## src/rtl/ad7656_emu_responder.sv

```systemverilog
// Emulates the AD7656 parallel read interface: CONVST starts a timed BUSY window,
// then six latched channel words are served on DB by successive CS/RD strobes.
module ad7656_emu_responder #(
  parameter int CONV_CYCLES = 300,
  parameter int NUM_CH      = 6
) (
  input  logic        sys_clk_i,
  input  logic        rst_n_i,
  input  logic        convst_A_i,
  input  logic        convst_B_i,
  input  logic        convst_C_i,
  input  logic        cs_n_i,
  input  logic        rd_n_i,
  input  logic [15:0] ch1_data_i,
  input  logic [15:0] ch2_data_i,
  input  logic [15:0] ch3_data_i,
  input  logic [15:0] ch4_data_i,
  input  logic [15:0] ch5_data_i,
  input  logic [15:0] ch6_data_i,
  output logic        busy_o,
  output logic [15:0] db_o,
  output logic        db_oe_o,
  output logic        sample_latched_o,
  output logic        overrun_err_o
);

  localparam int CNT_W = 10;
  localparam int PTR_W = 3;
  localparam logic [CNT_W-1:0] CNT_LAST = CNT_W'(CONV_CYCLES - 1);
  localparam logic [PTR_W-1:0] PTR_LAST = PTR_W'(NUM_CH - 1);
  // Bit order {rd_n, cs_n, convst_C, convst_B, convst_A}; strobes idle high, CONVST idle low
  localparam logic [4:0] SYNC_IDLE = 5'b11000;

  typedef enum logic [1:0] {ST_IDLE, ST_CONV, ST_READY} state_t;

  logic [4:0] async_in;
  logic [4:0] s2_vec;
  logic [4:0] s3_vec;

  assign async_in = {rd_n_i, cs_n_i, convst_C_i, convst_B_i, convst_A_i};

  genvar gi;
  generate
    for (gi = 0; gi < 5; gi++) begin : g_sync
      logic s1_reg, s2_reg, s3_reg;
      always_ff @(posedge sys_clk_i or negedge rst_n_i) begin
        if (!rst_n_i) begin
          s1_reg <= SYNC_IDLE[gi];
          s2_reg <= SYNC_IDLE[gi];
          s3_reg <= SYNC_IDLE[gi];
        end else begin
          s1_reg <= async_in[gi];
          s2_reg <= s1_reg;
          s3_reg <= s2_reg;
        end
      end
      assign s2_vec[gi] = s2_reg;
      assign s3_vec[gi] = s3_reg;
    end
  endgenerate

  logic conv_rise, rd_fall, rd_rise, rd_low, cs_act, cs_release;
  assign conv_rise  = |(s2_vec[2:0] & ~s3_vec[2:0]);
  assign rd_fall    = s3_vec[4] & ~s2_vec[4];
  assign rd_rise    = ~s3_vec[4] & s2_vec[4];
  assign rd_low     = ~s2_vec[4];
  assign cs_act     = ~s2_vec[3];
  assign cs_release = s2_vec[3] & ~s3_vec[3];

  logic [15:0] ch_in [NUM_CH];
  assign ch_in[0] = ch1_data_i;
  assign ch_in[1] = ch2_data_i;
  assign ch_in[2] = ch3_data_i;
  assign ch_in[3] = ch4_data_i;
  assign ch_in[4] = ch5_data_i;
  assign ch_in[5] = ch6_data_i;

  state_t             state_reg, state_next;
  logic               busy_reg, busy_next;
  logic [15:0]        db_reg, db_next;
  logic               db_oe_reg, db_oe_next;
  logic               latched_reg, latched_next;
  logic               overrun_reg, overrun_next;
  logic [PTR_W-1:0]   rd_ptr_reg, rd_ptr_next;
  logic [CNT_W-1:0]   cnt_reg, cnt_next;
  logic [15:0]        shadow_reg [NUM_CH];
  logic [15:0]        shadow_next [NUM_CH];
  logic               start_conv;

  always_comb begin
    state_next   = state_reg;
    busy_next    = busy_reg;
    db_next      = db_reg;
    db_oe_next   = db_oe_reg;
    rd_ptr_next  = rd_ptr_reg;
    cnt_next     = cnt_reg;
    shadow_next  = shadow_reg;
    latched_next = 1'b0;
    overrun_next = 1'b0;
    start_conv   = 1'b0;

    case (state_reg)
      ST_IDLE: begin
        if (conv_rise) begin
          start_conv = 1'b1;
        end else if (rd_fall) begin
          db_next    = 16'h0000;
          db_oe_next = 1'b1;
        end else if (rd_rise) begin
          db_oe_next = 1'b0;
        end
      end
      ST_CONV: begin
        cnt_next = cnt_reg + 1'b1;
        if (conv_rise) overrun_next = 1'b1;
        // Reads while busy return zeros without touching the read pointer
        if (rd_fall) begin
          db_next    = 16'h0000;
          db_oe_next = 1'b1;
        end else if (rd_rise) begin
          db_oe_next = 1'b0;
        end
        if (cnt_reg == CNT_LAST) begin
          busy_next   = 1'b0;
          rd_ptr_next = '0;
          state_next  = ST_READY;
        end
      end
      ST_READY: begin
        if (conv_rise) begin
          start_conv = 1'b1;
        end else if (rd_fall && cs_act) begin
          db_next    = shadow_reg[rd_ptr_reg];
          db_oe_next = 1'b1;
        end else if (rd_rise && cs_act) begin
          db_oe_next  = 1'b0;
          rd_ptr_next = (rd_ptr_reg == PTR_LAST) ? '0 : rd_ptr_reg + 1'b1;
        end
      end
      default: state_next = ST_IDLE;
    endcase

    // CS dropped mid-strobe aborts the word without consuming it
    if (cs_release && rd_low && !start_conv) db_oe_next = 1'b0;

    if (start_conv) begin
      shadow_next  = ch_in;
      latched_next = 1'b1;
      busy_next    = 1'b1;
      cnt_next     = '0;
      rd_ptr_next  = '0;
      state_next   = ST_CONV;
    end
  end

  always_ff @(posedge sys_clk_i or negedge rst_n_i) begin
    if (!rst_n_i) begin
      state_reg   <= ST_IDLE;
      busy_reg    <= 1'b0;
      db_reg      <= 16'h0000;
      db_oe_reg   <= 1'b0;
      latched_reg <= 1'b0;
      overrun_reg <= 1'b0;
      rd_ptr_reg  <= '0;
      cnt_reg     <= '0;
    end else begin
      state_reg   <= state_next;
      busy_reg    <= busy_next;
      db_reg      <= db_next;
      db_oe_reg   <= db_oe_next;
      latched_reg <= latched_next;
      overrun_reg <= overrun_next;
      rd_ptr_reg  <= rd_ptr_next;
      cnt_reg     <= cnt_next;
    end
  end

  generate
    for (gi = 0; gi < NUM_CH; gi++) begin : g_shadow
      always_ff @(posedge sys_clk_i or negedge rst_n_i) begin
        if (!rst_n_i) shadow_reg[gi] <= 16'h0000;
        else          shadow_reg[gi] <= shadow_next[gi];
      end
    end
  endgenerate

  assign busy_o           = busy_reg;
  assign db_o             = db_reg;
  assign db_oe_o          = db_oe_reg;
  assign sample_latched_o = latched_reg;
  assign overrun_err_o    = overrun_reg;

endmodule
```

## config.mk

```make
export PLATFORM = sky130hd
export DESIGN_NAME = ad7656_emu_responder
export DESIGN_NICKNAME = d
export VERILOG_FILES = /design/src/rtl/ad7656_emu_responder.sv
export SDC_FILE = /design/constraint.sdc
export NUM_CORES = 1
export LEC_CHECK = 0
export CELL_PAD_IN_SITES_DETAIL_PLACEMENT = 1
export CELL_PAD_IN_SITES_GLOBAL_PLACEMENT = 2
export CORE_ASPECT_RATIO = 0.5
export CORE_MARGIN = 2
export CORE_UTILIZATION = 25
export CTS_BUF_LIST = sky130_fd_sc_hd__clkbuf_16
export DETAILED_ROUTE_END_ITERATION = 7
export MAX_ROUTING_LAYER = met4
export PLACE_DENSITY = 0.62
export SLEW_MARGIN = 20
export SYNTH_ARGS = -nofsm -noshare
export SYNTH_HDL_FRONTEND = slang
export SYNTH_SLANG_ARGS = --single-unit
```

## constraint.sdc

```tcl
create_clock -name sys_clk_i -period 3.7 [get_ports sys_clk_i]
set_input_delay 0.74 -clock sys_clk_i [delete_from_list [all_inputs] [get_ports sys_clk_i]]
set_output_delay 0.74 -clock sys_clk_i [all_outputs]
set_load 0.02 [all_outputs]
```

==> metrics <==
outcome=finished clean; total grt overflow=0; die height=~120 um; Design Area, Final=~8400 um^2; PnR Total Power=around 4.3 mW; Setup TNS Final=0 ps; sw power=1.13 mW; combinational power share=around 14%; Vias/cell=approximately 4.4; WL/cell=~17 um; layout cells sized above 1=8.05%; crit path DAT=~2600 ps; max reg flops=between 90 and 100; I/O pins=around 120; CP peak stage delay=approximately 780 ps; Pwr Density=roughly 510 nW/um^2; max cap viols=0; Die Footprint=~26000 um^2; Initial Utilization=25.8%; Seq cells post-synth=146; P&R area growth vs syn=33.6%; pin count of the biggest net entering global routing=about 80; Diodes inserted=0; Peak Freq=roughly 0.44 GHz; IO buf count=about 120; hold crit path type=register to register; Sink Count=146; post-route ant nets=0; post-CTS setup buffer count=0; filler instances=roughly 2800; Root Buffer=clkbuf_16; period utilization=about three fifths; Post-Synthesis Cells=about 650; Reg clk slew, reported paths=~60 ps; critical path class=register to register; Detailed Routing Iterations Pass 1=4; Worst-Margin Slew=around 890 ps; internal power=roughly 3.1 mW; Mapped Nets=approximately 760; skew final=about 11 ps; yosys warns=0; register area share after synthesis=approximately three fifths; Buf/Inv on CP=0; worst hold slack=between 300 and 400 ps; Tmin final=roughly 2200 ps; cts hold-fix bufs=0; gr usage total=about 16%; CP delay by family, top=simple AND/OR/NAND/NOR gates; CORE AREA=about 24000 um^2; library cells used by synthesis=37; Worst-Skew Late Latency=roughly 430 ps; worst rel slew slack=40.6%; Slowest-stage cell, CP=nand4_1; Pleak=~3.8 nW; RSZ-0062 raised after global routing=false; Reg power frac=47.6%; Setup-failing EPs final=0; via total after detailed routing=between 4000 and 5000; post-placement cell area=approximately 8000 um^2; num rows=40; CTS tree=yes; Crit Path Max Fanout=16; placed wire-length estimate=about 14000 um; peak supply drop=between 0.0002 and 0.0003 V; Critical Path RT=4010 ps; CTS Buf Count=17; WL final=roughly 19000 um; number of global-route vias before repair=~5300; crit path launch type=register; Sw Ratio=26.6%; critical-path cell list=nor2b_1, nor3_2, nand4_1, o2bb2ai_1; Clock Power Share=between 30% and 40%; Slew Limit Fails=0; first-pass GRT wire length=30400 um; Hold Fails Final Rpt=0; initial antenna violation count=0; gpl congestion=~0.76; clock buffer depth=2; Final Net Count=approximately 870; Post-Syn Area per Cell=roughly 9.6 um^2; DR iter-0 viols=265; Mapped Area=6270 um^2; CTS resizes=0; H-tree levels=4; die span in x=approximately 230 um; Residual DRC=0; Critical Path End Type=register
## metal layers
layer,GRT usage (%),vias to the layer above,share of wire (%)
li1,-,2393,-
met1,20.8,2502,50
met2,24.2,50,47
met3,3.20,12,2.8
met4,5.10,0,0.74
met5,-,-,0
## Yosys cell counts
| cell | instances | area share (%) |
|---|---|---|
| nand2b_1 | 5 | 0.50 |
| clkbuf_1 | 15 | 0.90 |
| nand4_1 | 7 | 0.70 |
| o2bb2ai_1 | 16 | 2.2 |
| a21oi_1 | 19 | 1.5 |
| o22ai_1 | 16 | 1.6 |
| inv_2 | 1 | 0.060 |
| and4bb_2 | 1 | 0.20 |
| nor2b_1 | 8 | 0.80 |
| nor2_1 | 8 | 0.48 |
| nor3_2 | 1 | 0.16 |
| mux2_2 | 16 | 2.9 |
| o41ai_1 | 3 | 0.42 |
| and4_1 | 1 | 0.14 |
| dfstp_2 | 6 | 2.5 |
| nor4_1 | 1 | 0.10 |
| ha_1 | 1 | 0.20 |
| a22o_1 | 2 | 0.28 |
| o21bai_1 | 1 | 0.12 |
| o21ai_1 | 1 | 0.080 |
| a41o_1 | 1 | 0.16 |
| o31ai_4 | 1 | 0.34 |
| nand3_2 | 1 | 0.16 |
| and3_1 | 4 | 0.40 |
| o221ai_1 | 1 | 0.14 |
| mux2i_1 | 32 | 5.1 |
| nor4b_1 | 1 | 0.14 |
| xor2_1 | 4 | 0.56 |
| nand3_1 | 4 | 0.32 |
| buf_2 | 21 | 1.7 |
| o21ai_0 | 4 | 0.32 |
| or3_1 | 1 | 0.10 |
| inv_1 | 4 | 0.24 |
| nand2_1 | 301 | 18 |
| o311ai_0 | 3 | 0.42 |
| a31oi_1 | 2 | 0.20 |
| dfrtp_1 | 140 | 56 |
## per-stage QoR
stage / setup WS, ps / utilization (%) / cells
2_1_floorplan: 2190 / - / 654
3_3_place_gp: 1450 / 32.2 / 1087
6_report: 1450 / 34.4 / 1119
3_5_place_dp: 1430 / 32.2 / 1087
4_1_cts: 1400 / 34.4 / 1119
5_1_grt: 1140 / 34.4 / 1119
## power groups by stage
stage	Combinational, mW	Sequential [mW]	Clock, mW
2_1_floorplan	0.368	2.01	0
3_3_place_gp	0.621	2.06	0
3_5_place_dp	0.636	2.06	0
4_1_cts	0.640	2.04	1.67
5_1_grt	0.716	2.07	1.73
6_report	0.620	2.03	1.62
## cells in the final DEF (no fill, tap or decap), types with 2 or more instances in the layout
master           netlist  routed
mux2_2                16      16
buf_4                  0      11
o22ai_1               16      16
o311ai_0               3       3
o41ai_1                3       3
nor2b_1                8       8
clkbuf_16              0      17
xor2_1                 4       4
nand2_1              301     301
bufinv_16              0       2
nand2b_1               5       5
a21oi_1               19      19
nor2_1                 8       8
a22o_1                 2       2
clkinv_2               0       4
dfrtp_1              140     139
mux2i_1               32      32
nand4_1                7       7
o2bb2ai_1             16      16
clkdlybuf4s50_1        0     121
inv_1                  4      12
o21ai_0                4       4
dfstp_2                6       6
a31oi_1                2       2
and3_1                 4       4
nand3_1                4       4
## worst paths after layout
path / cells after the start / end / start / slack (ps)
min in group asynchronous: 1 / busy_o / rst_n_i / 350
worst max register to register: 4 / db_o[1] / g_sync[0].s2_reg / 1450
worst min-delay path: 0 / g_sync[1].s2_reg / g_sync[1].s1_reg / 340
worst min register to register: 0 / g_sync[1].s2_reg / g_sync[1].s1_reg / 340
worst max-delay path: 4 / db_o[1] / g_sync[0].s2_reg / 1450
max in group asynchronous: 2 / shadow_reg[89] / rst_n_i / 2460
## cell type report
cell class                 instances  area, um^2  share of cell area [%]
inverter                           5        18.8                   0.224
clock inverter                    15         114                    1.36
multi-input combinational        467        2430                    29.0
clock buffer                      17         425                    5.08
tap                              336         420                    5.02
sequential                       146        3660                    43.7
timing repair buffer             133        1310                    15.6
## cells by family after synthesis
group / Yosys count / synth area share (%)
muxes: 48 / 7.98
buffers and inverters: 41 / 2.87
xor gates and xnor gates: 4 / 0.558
and+or+nand+nor: 344 / 22.2
AOI/OAI and AO/OA: 70 / 7.82
DFF: 146 / 58.4
adders and majority gates: 1 / 0.199
## worst register-to-register path, cell delays in order (launching register included)
cell and delay [ps]:
dfrtp_1 370, nor2b_1 180, nor3_2 370, nand4_1 780, o2bb2ai_1 430
Power figures use the tool's default switching activity.
